### src/rtl/button_pulse_conditioner_pkg.sv
// Shared constants for the button conditioner: channel indices and debounce lengths.
package btn_pkg;

  localparam int BTN_CONFIRM = 0;
  localparam int BTN_HIGHER  = 1;
  localparam int BTN_LOWER   = 2;

  // 10 ms of stable samples at 100 MHz; the short value keeps simulations fast.
  localparam int DB_CYCLES_100MHZ_10MS = 1000000;
  localparam int DB_CYCLES_SIM         = 4;

endpackage

### src/rtl/button_pulse_conditioner_if.sv
// Button bundle between the pins/bench (master) and the conditioner (slave).
interface button_pulse_conditioner_if #(
  parameter int NUM_BTNS = 3
);

  // No handshake: btn_raw is free-running; btn_pulse is a one-cycle, at most
  // one-hot strobe that the consumer must act on in the cycle it is high.
  logic [NUM_BTNS-1:0] btn_raw;
  logic [NUM_BTNS-1:0] btn_level;
  logic [NUM_BTNS-1:0] btn_pulse;
  logic                any_pulse;

  modport master (
    output btn_raw,
    input  btn_level,
    input  btn_pulse,
    input  any_pulse
  );

  modport slave (
    input  btn_raw,
    output btn_level,
    output btn_pulse,
    output any_pulse
  );

endinterface

### src/rtl/button_pulse_conditioner_debounce_channel.sv
// One button channel: two-flop synchroniser, consecutive-sample debounce counter,
// stable level and a combinational rise flag for the edge where the level goes 0->1.
module debounce_channel #(
  parameter int DB_CYCLES = 4,
  parameter int CNT_W     = $clog2(DB_CYCLES)
) (
  input  logic clk,
  input  logic reset,
  input  logic raw,
  output logic level,
  output logic rise
);

  localparam logic [CNT_W-1:0] CNT_MAX = CNT_W'(DB_CYCLES - 1);

  logic             sync1;
  logic             s;
  logic             d;
  logic [CNT_W-1:0] cnt;
  logic             accept;

  // The change is taken on the DB_CYCLES-th consecutive disagreeing sample.
  assign accept = (s != d) && (cnt == CNT_MAX);

  always_ff @(posedge clk or posedge reset) begin
    if (reset) begin
      sync1 <= 1'b0;
      s     <= 1'b0;
      d     <= 1'b0;
      cnt   <= '0;
    end else begin
      sync1 <= raw;
      s     <= sync1;
      if (s == d) begin
        cnt <= '0;
      end else if (cnt == CNT_MAX) begin
        d   <= s;
        cnt <= '0;
      end else begin
        cnt <= cnt + 1'b1;
      end
    end
  end

  assign level = d;
  assign rise  = accept && s;

endmodule

### src/rtl/button_pulse_conditioner.sv
// Debounces NUM_BTNS raw buttons and emits registered levels plus a one-hot
// press pulse, lowest channel winning when several rise on the same edge.
module button_pulse_conditioner
  import btn_pkg::*;
#(
  parameter int NUM_BTNS  = 3,
  parameter int DB_CYCLES = DB_CYCLES_100MHZ_10MS,
  parameter int CNT_W     = $clog2(DB_CYCLES)
) (
  input  logic                        clk,
  input  logic                        reset,
  button_pulse_conditioner_if.slave   bus
);

  logic [NUM_BTNS-1:0] level;
  logic [NUM_BTNS-1:0] rise;
  logic [NUM_BTNS-1:0] pick;
  logic [NUM_BTNS-1:0] pulse_q;
  logic                any_q;
  logic                taken;

  for (genvar g = 0; g < NUM_BTNS; g++) begin : g_ch
    debounce_channel #(
      .DB_CYCLES (DB_CYCLES),
      .CNT_W     (CNT_W)
    ) u_ch (
      .clk   (clk),
      .reset (reset),
      .raw   (bus.btn_raw[g]),
      .level (level[g]),
      .rise  (rise[g])
    );
  end

  // Losing rises are dropped outright, so a loser needs a fresh press to pulse.
  always_comb begin
    pick  = '0;
    taken = 1'b0;
    for (int i = 0; i < NUM_BTNS; i++) begin
      if (rise[i] && !taken) begin
        pick[i] = 1'b1;
        taken   = 1'b1;
      end
    end
  end

  always_ff @(posedge clk or posedge reset) begin
    if (reset) begin
      pulse_q <= '0;
      any_q   <= 1'b0;
    end else begin
      pulse_q <= pick;
      any_q   <= |pick;
    end
  end

  assign bus.btn_level = level;
  assign bus.btn_pulse = pulse_q;
  assign bus.any_pulse = any_q;

endmodule

### src/flat_wrapper.sv
// flat-port wrapper written by rule: the top's interface ports become plain ports
module button_pulse_conditioner_flat import btn_pkg::*;
#(
  parameter int NUM_BTNS  = 3,
  parameter int DB_CYCLES = DB_CYCLES_100MHZ_10MS,
  parameter int CNT_W     = $clog2(DB_CYCLES)
)
  (clk, reset, bus_btn_raw, bus_btn_level, bus_btn_pulse, bus_any_pulse);
  button_pulse_conditioner_if #(.NUM_BTNS(NUM_BTNS)) bus_i ();
  input  logic clk;
  input  logic reset;
  input wire logic [$bits(bus_i.btn_raw)-1:0] bus_btn_raw;
  output wire logic [$bits(bus_i.btn_level)-1:0] bus_btn_level;
  output wire logic [$bits(bus_i.btn_pulse)-1:0] bus_btn_pulse;
  output wire logic [$bits(bus_i.any_pulse)-1:0] bus_any_pulse;
  assign bus_i.btn_raw = bus_btn_raw;
  assign bus_btn_level = bus_i.btn_level;
  assign bus_btn_pulse = bus_i.btn_pulse;
  assign bus_any_pulse = bus_i.any_pulse;
  button_pulse_conditioner #(.NUM_BTNS(NUM_BTNS), .DB_CYCLES(DB_CYCLES), .CNT_W(CNT_W)) u_core (.clk(clk), .reset(reset), .bus(bus_i));
endmodule
### config.mk
export PLATFORM = sky130hd
export DESIGN_NAME = button_pulse_conditioner_flat
export DESIGN_NICKNAME = d
export VERILOG_FILES = /design/src/rtl/button_pulse_conditioner_pkg.sv /design/src/rtl/button_pulse_conditioner_if.sv /design/src/rtl/button_pulse_conditioner_debounce_channel.sv /design/src/rtl/button_pulse_conditioner.sv /design/src/flat_wrapper.sv
export SDC_FILE = /design/constraint.sdc
export NUM_CORES = 1
export LEC_CHECK = 0
export CAP_MARGIN = 40
export CORE_UTILIZATION = 55
export CTS_CLUSTER_DIAMETER = 60
export DETAILED_ROUTE_END_ITERATION = 16
export PLACE_DENSITY = 0.81
export SLEW_MARGIN = 40
export SYNTH_ARGS = -nofsm -noshare
export SYNTH_HDL_FRONTEND = slang
export SYNTH_HIERARCHICAL = 1
export SYNTH_SLANG_ARGS = --single-unit
### constraint.sdc
create_clock -name clk -period 2.6 [get_ports clk]
set_input_delay 0.26 -clock clk [delete_from_list [all_inputs] [get_ports clk]]
set_output_delay 0.26 -clock clk [all_outputs]
set_load 0.1 [all_outputs]
### After elaboration in Yosys (flattened, before gate mapping)

Index checks and enable logic that the tools add are counted.

* $add $sub $neg: 3
* equal/unequal tests: 9
* muxes and demuxes: 10
* bitwise operators: 3
* reductions and logical operators: 14

Operator list (number)
* two-way mux 20 bit: 6
* adder 20 x 1 -> 20 bit, second input constant: 3
* equality test 20 bit, second input constant: 3
* logical AND 1 bit: 8
* AND reduction 2 bit: 3
* two-way mux 1 bit: 4
* equality test 1 bit: 3
* != test 1 bit: 3
* inverter 1 bit: 3
* OR reduction 3 bit: 1
* logical NOT 1 bit: 2

* bits of input ports: 5
* output and inout port bits: 7
* logic and storage cells: 53
* register bits: 73

### Longest topological paths before layout

* depth after elaboration: 11
* mapped depth: 5
* depth with buffers taken out: 5

### Cells and area by module

Netlist, hierarchy kept.

By module, submodules not included
* debounce_channel: sequential area each 575.6 um^2, area each 1163.6 um^2, cells each 107, instances 3
* button_pulse_conditioner: sequential area each 100.1 um^2, area each 123.9 um^2, cells each 8, instances 1

### Worst setup path before layout

Ideal clock, no wire load.

* path type: reg-to-reg
* start point: reg u_core.g_ch[0].u_ch.cnt[10]
* end point: reg u_core.any_q (netlist: u_core/bus.any_pulse)
* setup time: 0.065 ns
* setup slack: 0.682 ns
* cell stages (with the launch flop): 6
* required time: 2.535 ns
* data arrival time: 1.853 ns
* clock period less this slack: 1.918 ns
* path through: dfrtp_1 > nor4_2 > nand4_2 > or4_4 > nor3b_1 > or3_1

* cells in the longest elaborated chain, start to end: 11

Ends and longest elaborated chain
* start: declaration: line button_pulse_conditioner_debounce_channel.sv:19 `logic [CNT_W-1:0] cnt;`
* start signal: assignment: line button_pulse_conditioner_debounce_channel.sv:40 `cnt <= cnt + 1'b1;`
* equality test 20 bit *: line button_pulse_conditioner_debounce_channel.sv:23 `assign accept = (s != d) && (cnt == CNT_MAX);`
* logical AND 1 bit *: line button_pulse_conditioner_debounce_channel.sv:23
* logical AND 1 bit *: line button_pulse_conditioner_debounce_channel.sv:46 `assign rise = accept && s;`
* two-way mux 1 bit *: line button_pulse_conditioner.sv:40 `if (rise[i] && !taken) begin`
* via u_core.pick[0]: line button_pulse_conditioner.sv:17 `logic [NUM_BTNS-1:0] pick;`
* logical NOT 1 bit: line button_pulse_conditioner.sv:40
* logical AND 1 bit: line button_pulse_conditioner.sv:40
* two-way mux 1 bit: line button_pulse_conditioner.sv:40
* logical NOT 1 bit: line button_pulse_conditioner.sv:40
* logical AND 1 bit: line button_pulse_conditioner.sv:40
* two-way mux 1 bit: line button_pulse_conditioner.sv:40
* OR reduction 3 bit *: line button_pulse_conditioner.sv:53 `any_q <= |pick;`
* end signal: assignment: line button_pulse_conditioner.sv:53
* end: declaration: line button_pulse_conditioner.sv:19 `logic any_q;`

The timed path passes the listed nets; every way through them passes the cells marked *.
A chain may end at the register's enable or synchronous reset.

### Worst setup path after layout

Same ends and word-level chain as after synthesis.

==> impl_metrics.csv <==
group,metric,value,unit
run_status,status,"complete, no violations",
timing,slew_viol_final,0,
yosys,yosys-top-cells-area,"dfrtp_1, xnor2_1, xor2_1",
setup_path,cp.arrival,2480,ps
timing,tightestPinTransition,545,ps
cts,htreeDepth,3,
route,first_pass_iters,6,
cts,clockRootBuffer,"clkbuf_8",
power,p_per_area,513,mW/mm²
layout,drive_above_1_share,16.6,%
floorplanning,ioPinCount,12,
setup_path,crit_required,2890,ps
global_route,grt.overflow.total,0,
floorplanning,core.rowCount,29,
timing,period_needed,2200,ps
yosys,yosys_most_used_dff,"dfrtp_1",
layout,final_common_cell,"dfrtp_1",
placement,dp_hpwl,4570,µm
timing,period_share,84.5,%
setup_path,r2r-end,"u_core/bus.any_pulse",
setup_path,critPathMaxFanout,4,
timing,fin_skew,11.8,ps
timing,rsz0062_at_grt,"no",
setup_path,r2r-start,"u_core/g_ch[0].u_ch/cnt[10]",
route,antenna_left,0,
floorplanning,initial_utilization,56.9,%
placement,gp_congestion,0.826,
yosys,syn-mean-instance-area,11.0,µm²
timing,hold_viol,0,
floorplanning,dieArea,0.00690,mm²
yosys,synth_nets,337,
setup_path,path_class,"reg2reg",
placement,dp_slack,448,ps
layout,nets,360,
setup_path,crit_path_max_incr_delay,540,ps
yosys,ys_ff_latch,73,
yosys,yosys.area.top_type,"dfrtp_1",
cts,postCtsSetupBuffers,0,
route,drc,0,
route,drt-vias-per-instance,5.91,
yosys,async_flop_share,100,%
floorplanning,die_x,83.1,µm
setup_path,ff2ff_path_depth,5,
floorplanning,die_y,83.1,µm
route,drt_wl_total,6870,µm
yosys,ys.warnings.count,6,
cts,numCtsBuffers,9,
cts,clk_latency,340,ps
hold_path,hold_path_class,"in2async",
setup_path,path_cells,"nor4_2 -> nand4_2 -> or4_4 -> nor3b_1 -> or3_1",
yosys,synth.top_cell.area_share,50.5,%
yosys,syn_area,0.00361,mm²
setup_path,rrSetupSlack,400,ps
yosys,syn_inst,329,
power,peakVddDrop,0.339,mV
power,totalPowerFinal,2.05,mW
timing,finalSetupViolCount,0,
cts,cts_resized,0,
global_route,grt_pass1_vias,2564,
placement,place_inst,418,
cts,clock_path_buffers,2,
layout,diodes,0,
timing,hold_ws,261,ps
global_route,grt_max_degree,24,
route,vias,2561,
timing,fmax,455,MHz
yosys,synth_edf_count,0,
cts,clkSinkCount,73,
flow_run,maxCapViolations,0,
route,avgRoutedWirePerCell,15.9,µm
global_route,antenna_found_initial,0,
timing,max-slew-margin-rel,63.6,%
global_route,grt_usage,21.6,%
layout,synthToLayoutAreaGrowth,10.4,%
setup_path,crit_family,"simple AND/OR/NAND/NOR gates",
layout,fin_cells,433,
floorplanning,core,0.00635,mm²
global_route,grt_pass1_wl,12000,µm
yosys,synthDistinctLibCells,32,
cts,path_clk_slew,80,ps
placement,portBuffers,11,
setup_path,worstSetupStartpoint,"u_core/g_ch[0].u_ch/cnt[10]",
cts,cts_tree,"done",
cts,postCtsHoldBufs,0,
setup_path,start_kind,"flip-flop",
route,drt_iter0_drc,112,
layout,mostFrequentLayoutCells,"dfrtp_1, nor2_1, xor2_1, xnor2_1, nand2_1",
setup_path,critPathBufInv,0,
power,p_leak,1.67,nW
timing,layout_setup_ws,404,ps
setup_path,slowest_stage,"or4_4",
yosys,seq_area_frac_synth,50.5,%
setup_path,endpoint_kind,"flip-flop",
timing,tns,0,ps
-- routing by layer --
layer	wire, µm	track usage, %
met1	3290	28.9
met2	3250	35.3
met3	206	3.28
met4	120	9.09
met5	0	0
-- metrics by stage --
| stage | util [%] | area [µm²] |
|---|---|---|
| 2_1_floorplan | - | 3610 |
| 6_report | 62.9 | 3990 |
| 3_3_place_gp | 60.0 | 3810 |
| 4_1_cts | 62.9 | 3990 |
| 3_5_place_dp | 60.0 | 3810 |
| 5_1_grt | 62.9 | 3990 |
-- cell families (layout without fill, tap and decap cells) --
kind of cell | Yosys count | in the layout | synth area share [%]
AOI/OAI and AO/OA | 30 | 30 | 6.65
xor gates and xnor gates | 42 | 42 | 10.2
adders and majority gates | 3 | 3 | 1.04
buffers and inverters | 13 | 40 | 1.66
DFF | 73 | 73 | 50.5
muxes | 6 | 6 | 2.08
and+or+nand+nor | 162 | 162 | 27.9
-- power breakdown --
| group | leakage (nW) | internal, mW | switching (mW) |
|---|---|---|---|
| Combinational | 0.589 | 0.0274 | 0.0514 |
| Clock | 0.0874 | 0.393 | 0.410 |
| Sequential | 0.999 | 1.15 | 0.0154 |
| Total | 1.67 | 1.57 | 0.477 |
-- how the worst max path moves through the flow --
| stage | to | slack, ps | cells past startpoint |
|---|---|---|---|
| CTS | u_core/bus.any_pulse | 440 | 5 |
| detailed placement | u_core/bus.any_pulse | 450 | 5 |
| global route | u_core/bus.any_pulse | 320 | 5 |
| finish | u_core/bus.any_pulse | 400 | 5 |
| floorplan | u_core/bus.any_pulse | 680 | 5 |
| global placement | u_core/bus.any_pulse | 580 | 5 |
-- worst reg2reg max path, delay by kind of cell, from the launching register on --
kind             cells  cell delay, ps
AND/OR/NAND/NOR      5            1710
flip-flops           1             440
-- Yosys cell counts (4+ instances only) --
| cell | number |
|---|---|
| dfrtp_1 | 73 |
| nor2_1 | 48 |
| xnor2_1 | 21 |
| xor2_1 | 21 |
| nand2_1 | 18 |
| a21oi_1 | 15 |
| nand3_1 | 15 |
| inv_1 | 10 |
| and3_1 | 9 |
| o31ai_1 | 9 |
| or4_1 | 9 |
| and4_1 | 6 |
| nand3_2 | 6 |
| nand4_1 | 6 |
| nand4_2 | 6 |
| nor3_1 | 6 |
| nor4_2 | 6 |
| nor3b_1 | 4 |
| or3_1 | 4 |
-- registers in the layout, indices dropped and copies added, names as in the netlist --
name	flops
u_core/bus.btn_pulse	3
u_core/g_ch.u_ch/s	3
u_core/g_ch.u_ch/cnt	60
u_core/bus.any_pulse	1
u_core/g_ch.u_ch/sync1	3
u_core/g_ch.u_ch/level	3
-- cell type report --
class                           instances  area (µm²)
Fill cell                             519        2360
Sequential cell                        73        1830
Multi-Input combinational cell        243        1730
Clock buffer                           11         151
Timing Repair Buffer                   15         123
Tap cell                               77        96.3
Inverter                               10        37.5
Clock inverter                          4        28.8
Note: power is estimated with default switching activity, not from simulation.
